--- src/rtl/led_mode_selector_if.sv ---
// Button inputs and decoder-facing outputs of led_mode_selector.
// The master drives the raw buttons; the slave (the selector) drives the decoder outputs.
interface led_mode_selector_if;
  logic       btn_start;
  logic       btn_next;
  logic [1:0] value_out;
  logic       main_program;
  logic       press_ack;

  modport master (
    output btn_start,
    output btn_next,
    input  value_out,
    input  main_program,
    input  press_ack
  );

  modport slave (
    input  btn_start,
    input  btn_next,
    output value_out,
    output main_program,
    output press_ack
  );
endinterface

--- src/rtl/led_mode_selector.sv ---
// Debounced two-button IDLE/RUN controller feeding the RGB LED colour decoder.
// Optional idle timeout in RUN is compiled in when LED_MODE_TIMEOUT_EN is defined.
module led_mode_selector #(
  parameter int DEBOUNCE_CYCLES = 16,
  parameter int IDLE_TIMEOUT    = 1000
) (
  input  logic              clk,
  input  logic              rst_n,
  led_mode_selector_if.slave bus
);

  localparam int CW = $clog2(DEBOUNCE_CYCLES + 1);
  localparam logic [CW-1:0] DB_LAST = CW'(DEBOUNCE_CYCLES - 1);

  typedef enum logic {ST_IDLE = 1'b0, ST_RUN = 1'b1} state_t;

  // Index 0 is the start button, index 1 the next button.
  logic [1:0]    w_raw;
  logic [1:0]    r_sync1;
  logic [1:0]    r_sync2;
  logic [1:0]    r_db;
  logic [1:0]    r_db_d;
  logic [CW-1:0] r_cnt [2];
  logic          w_start_evt;
  logic          w_next_evt;

  state_t        r_state;
  logic [1:0]    r_value;
  logic          r_main;
  logic          r_ack;

  assign w_raw       = {bus.btn_next, bus.btn_start};
  assign w_start_evt = r_db[0] & ~r_db_d[0];
  assign w_next_evt  = r_db[1] & ~r_db_d[1];

  // Synchronise and debounce both buttons; r_db_d marks debounced rising edges.
  always_ff @(posedge clk or negedge rst_n) begin
    if (!rst_n) begin
      r_sync1 <= 2'b00;
      r_sync2 <= 2'b00;
      r_db    <= 2'b00;
      r_db_d  <= 2'b00;
      for (int i = 0; i < 2; i++) begin
        r_cnt[i] <= '0;
      end
    end else begin
      r_sync1 <= w_raw;
      r_sync2 <= r_sync1;
      r_db_d  <= r_db;
      for (int i = 0; i < 2; i++) begin
        if (r_sync2[i] == r_db[i]) begin
          r_cnt[i] <= '0;
        end else if (r_cnt[i] == DB_LAST) begin
          r_db[i]  <= r_sync2[i];
          r_cnt[i] <= '0;
        end else begin
          r_cnt[i] <= r_cnt[i] + CW'(1);
        end
      end
    end
  end

`ifdef LED_MODE_TIMEOUT_EN
  localparam int TW = $clog2(IDLE_TIMEOUT + 1);
  localparam logic [TW-1:0] TO_LAST = TW'(IDLE_TIMEOUT - 1);
  logic [TW-1:0] r_idle_cnt;
  logic          w_timeout;
  // The edge that would bring the counter to IDLE_TIMEOUT is the edge that leaves RUN.
  assign w_timeout = (r_idle_cnt == TO_LAST);
`endif

  // Mode FSM with registered decoder outputs; start always outranks next.
  always_ff @(posedge clk or negedge rst_n) begin
    if (!rst_n) begin
      r_state <= ST_IDLE;
      r_value <= 2'd0;
      r_main  <= 1'b0;
      r_ack   <= 1'b0;
`ifdef LED_MODE_TIMEOUT_EN
      r_idle_cnt <= '0;
`endif
    end else begin
      r_ack <= 1'b0;
      case (r_state)
        ST_IDLE: begin
          r_value <= 2'd0;
          if (w_start_evt) begin
            r_state <= ST_RUN;
            r_main  <= 1'b1;
            r_ack   <= 1'b1;
`ifdef LED_MODE_TIMEOUT_EN
            r_idle_cnt <= '0;
`endif
          end else begin
            r_main <= 1'b0;
          end
        end
        ST_RUN: begin
          if (w_start_evt) begin
            r_state <= ST_IDLE;
            r_main  <= 1'b0;
            r_value <= 2'd0;
            r_ack   <= 1'b1;
          end else if (w_next_evt) begin
            r_value <= r_value + 2'd1;
            r_ack   <= 1'b1;
`ifdef LED_MODE_TIMEOUT_EN
            r_idle_cnt <= '0;
          end else if (w_timeout) begin
            r_state    <= ST_IDLE;
            r_main     <= 1'b0;
            r_value    <= 2'd0;
            r_idle_cnt <= '0;
          end else begin
            r_idle_cnt <= r_idle_cnt + TW'(1);
`else
          end else begin
            r_main <= 1'b1;
`endif
          end
        end
        default: begin
          r_state <= ST_IDLE;
          r_main  <= 1'b0;
          r_value <= 2'd0;
        end
      endcase
    end
  end

  assign bus.value_out    = r_value;
  assign bus.main_program = r_main;
  assign bus.press_ack    = r_ack;

endmodule

--- src/flat_wrapper.sv ---
// flat-port wrapper written by rule: the top's interface ports become plain ports
module led_mode_selector_flat 
#(
  parameter int DEBOUNCE_CYCLES = 16,
  parameter int IDLE_TIMEOUT    = 1000
)
  (clk, rst_n, bus_btn_start, bus_btn_next, bus_value_out, bus_main_program, bus_press_ack);
  led_mode_selector_if bus_i ();
  input  logic clk;
  input  logic rst_n;
  input wire logic [$bits(bus_i.btn_start)-1:0] bus_btn_start;
  input wire logic [$bits(bus_i.btn_next)-1:0] bus_btn_next;
  output wire logic [$bits(bus_i.value_out)-1:0] bus_value_out;
  output wire logic [$bits(bus_i.main_program)-1:0] bus_main_program;
  output wire logic [$bits(bus_i.press_ack)-1:0] bus_press_ack;
  assign bus_i.btn_start = bus_btn_start;
  assign bus_i.btn_next = bus_btn_next;
  assign bus_value_out = bus_i.value_out;
  assign bus_main_program = bus_i.main_program;
  assign bus_press_ack = bus_i.press_ack;
  led_mode_selector #(.DEBOUNCE_CYCLES(DEBOUNCE_CYCLES), .IDLE_TIMEOUT(IDLE_TIMEOUT)) u_core (.clk(clk), .rst_n(rst_n), .bus(bus_i));
endmodule
--- config.mk ---
export PLATFORM = sky130hd
export DESIGN_NAME = led_mode_selector_flat
export DESIGN_NICKNAME = d
export VERILOG_FILES = /design/src/rtl/led_mode_selector_if.sv /design/src/rtl/led_mode_selector.sv /design/src/flat_wrapper.sv
export SDC_FILE = /design/constraint.sdc
export NUM_CORES = 1
export LEC_CHECK = 0
export ABC_AREA = 1
export ABC_CLOCK_PERIOD_IN_PS = 1200
export BUFFER_PORTS_ARGS = -buffer_cell sky130_fd_sc_hd__clkbuf_2
export CAP_MARGIN = 20
export CORE_MARGIN = 3
export CORE_UTILIZATION = 50
export CTS_CLUSTER_SIZE = 14
export DETAILED_ROUTE_END_ITERATION = 12
export GPL_TIMING_DRIVEN = 0
export HOLD_SLACK_MARGIN = 0.12
export PLACE_DENSITY = 0.77
export SYNTH_ARGS = -nofsm -noshare
export SYNTH_HDL_FRONTEND = slang
export SYNTH_SLANG_ARGS = --single-unit
--- constraint.sdc ---
create_clock -name clk -period 1.2 [get_ports clk]
set_input_delay 0.24 -clock clk [delete_from_list [all_inputs] [get_ports clk]]
set_output_delay 0.24 -clock clk [all_outputs]
set_load 0.01 [all_outputs]
==> results.tsv <==
stage	metric	value	unit
worst_setup_path	crit_type	register to primary output	
synth	ys_types	12	
worst_setup_path	cp_cell_sequence	clkbuf_2	
detailed_routing	vias	660	
synth	synthCells	102	
finish	fillers	156	
detailed_routing	viasPerCell	4.68	
clock_network	htree_levels	1	
worst_setup_path	path_delay_family	flip-flops	
power_and_ir_drop	power.internal	0.960	mW
floorplanning	dieArea	2440	sq um
detailed_routing	drt_iter0_drc	10	
worst_hold_path	hold_class	register to register	
synth	avgSynthCellArea	9.25	sq um
worst_setup_path	cp_data_required_time	0.96	ns
synth	synth.largest_area_cell	dfrtp_1	
placement	routabilityCongestion	0.759	
timing	fin_skew	0.00116	ns
worst_setup_path	cp_num_buf_inv	1	
timing	slew_headroom	64.3	%
floorplanning	die_h	49.4	um
grt	first_global_vias	630	
clock_network	cts_buffers	3	
grt	grt_overflow_total	0	
clock_network	insertion_delay	0.29	ns
power_and_ir_drop	seqPwrFrac	66.9	%
grt	grt_use_total	13.0	%
clock_network	cts_buffer_depth	2	
worst_setup_path	arrival	0.85	ns
finish	antenna_cells	0	
power_and_ir_drop	total_power	1.23	mW
timing	fin_setup_tns	0	ns
finish	final_cell_mix	23 x nand2_1, 23 x dfrtp_1, 17 x inv_1	
worst_setup_path	end_kind	primary output	
floorplanning	coreArea	1750	sq um
synth	synth_seq_cells	23	
synth	synth_top_area_share	61.0	%
floorplanning	initial_core_util	54.1	%
clock_network	cts_hold_buf	3	
floorplanning	ioPinCount	8	
power_and_ir_drop	swShare	21.8	%
power_and_ir_drop	ir_worst_vdd	0.609	mV
clock_network	cts_tree	done	
worst_setup_path	start_kind	register	
timing	worst_slew_pin_slew	0.536	ns
timing	post-route-period-util	90.8	%
synth	ys.warnings.count	0	
finish	regArea	576	sq um
detailed_routing	ant_nets	0	
timing	rsz0062_at_grt	false	
clock_network	cts_resized	0	
detailed_routing	drt-pass1-iter-count	4	
worst_setup_path	worstPathMaxFanout	4	
power_and_ir_drop	p_switching	0.268	mW
grt	grt_max_degree	24	
floorplanning	rows	15	
timing	max_freq	0.917	GHz
worst_setup_path	slowest_delay	0.42	ns
finish	area_delta_synth_final	13.0	%
synth	synthTopCellsByArea	dfrtp_1 61%, nand2_1 9.2%, inv_1 6.8%	
power_and_ir_drop	p_leak	0.546	nW
detailed_routing	wl_per_cell	9.39	um
finish	layout-drive-gt1-share	13.8	%
timing	slew_violations	0	
timing	setup_viol	0	
placement	place_area	1010	sq um
finish	final_nets	123	
synth	ys_seq_area_share	61.0	%
floorplanning	chipWidth	49.4	um
timing	fin_crit	1.09	ns
status	status	complete, no violations	
synth	syn-num-nets	108	
power_and_ir_drop	pwr-share-clk	27.1	%
grt	antenna_found_initial	0	
clock_network	cts.sinks	23	
timing	finalWorstSetupSlack	0.110	ns
timing	hold_slack	0.361	ns
placement	hpwl	1.03	mm
clock_network	post-cts-setup-buffer-count	0	
synth	syn-cell-area	943	sq um
clock_network	clk_pin_slew	0.11	ns
power_and_ir_drop	power_density	1150	nW/um^2
clock_network	clockRootBuffer	clkbuf_4	
power_and_ir_drop	p_comb_share	5.9	%
grt	grt_pass1_wl	2.46	mm
timing	hold_viol	0	
finish	finish.instance_area	1070	sq um
finish	multiInputGateArea	289	sq um
job	maxCapViolations	0	
worst_setup_path	cp_slowest_cell	dfrtp_1	
detailed_routing	drc	0	
placement	port_buffers	7	
detailed_routing	routed_wl	1.32	mm
placement	pre_cts_ws	0.185	ns
[power groups by stage]
| stage | Sequential (mW) | Combinational [mW] | Clock (mW) |
|---|---|---|---|
| 2_1_floorplan | 0.833 | 0.0405 | 0 |
| 3_3_place_gp | 0.835 | 0.0653 | 0 |
| 3_5_place_dp | 0.837 | 0.0679 | 0 |
| 4_1_cts | 0.822 | 0.0758 | 0.348 |
| 5_1_grt | 0.827 | 0.0870 | 0.395 |
| 6_report | 0.822 | 0.0730 | 0.333 |
[cell usage after synthesis]
| library cell | count |
|---|---|
| inv_2 | 1 |
| dfrtp_1 | 23 |
| buf_6 | 1 |
| nand2_2 | 4 |
| a21oi_1 | 1 |
| nand2_1 | 23 |
| nor2_1 | 14 |
| inv_1 | 17 |
| nand3_1 | 8 |
| nand4_1 | 6 |
| xnor2_1 | 2 |
| ha_1 | 2 |
[logic make-up (layout without fill, tap and decap cells)]
family	count (synthesis)	count (layout)	synth area share, %
compound gates	1	1	0.530
fa+ha+maj	2	2	2.65
flops	23	23	61.0
buf+inv	19	33	8.35
simple gates	55	55	25.6
xor+xnor	2	2	1.86
[registers in the layout, summed over array words and instances (netlist names)]
name                     cells
u_core.r_db_d                2
u_core.bus.press_ack         1
u_core.r_db                  2
u_core.r_state               1
u_core.r_sync2               2
u_core.r_cnt                10
u_core.bus.main_program      1
u_core.r_sync1               2
u_core.bus.value_out         2
[cell type report]
type,instances,area share [%]
Sequential cell,23,54.0
Multi-Input combinational cell,60,27.1
Inverter,18,6.34
Timing Repair Buffer,10,6.10
Tap cell,25,2.93
Clock buffer,4,2.46
Buffer,1,1.06
[final timing paths]
kind | slack [ns] | endpoint | startpoint | depth (start not counted)
hold reg to reg | 0.36 | u_core.r_sync2[0] | u_core.r_sync1[0] | 0
setup reg to reg | 0.16 | u_core.r_cnt[8] | u_core.r_cnt[5] | 4
max in group asynchronous | 0.41 | u_core.r_cnt[1] | rst_n | 2
min in group asynchronous | 0.44 | u_core.r_cnt[5] | rst_n | 2
setup / recovery | 0.11 | bus_value_out[0] | u_core.bus.value_out[0] | 1
hold / removal | 0.36 | u_core.r_sync2[0] | u_core.r_sync1[0] | 0
[per-stage QoR]
step	std cells	utilization, %
after floorplan	102	-
after global placement	134	57.8
after detailed placement	134	57.8
after CTS	141	61.1
after global routing	141	61.1
final	141	61.1
[routing by layer]
metal	share of wire, %	up-vias	track usage, %
li1	-	341	-
met1	48	309	17.0
met2	48	8	21.0
met3	3.5	2	3.67
met4	0.91	0	4.15
met5	0	-	0
Power figures use the tool's default switching activity.
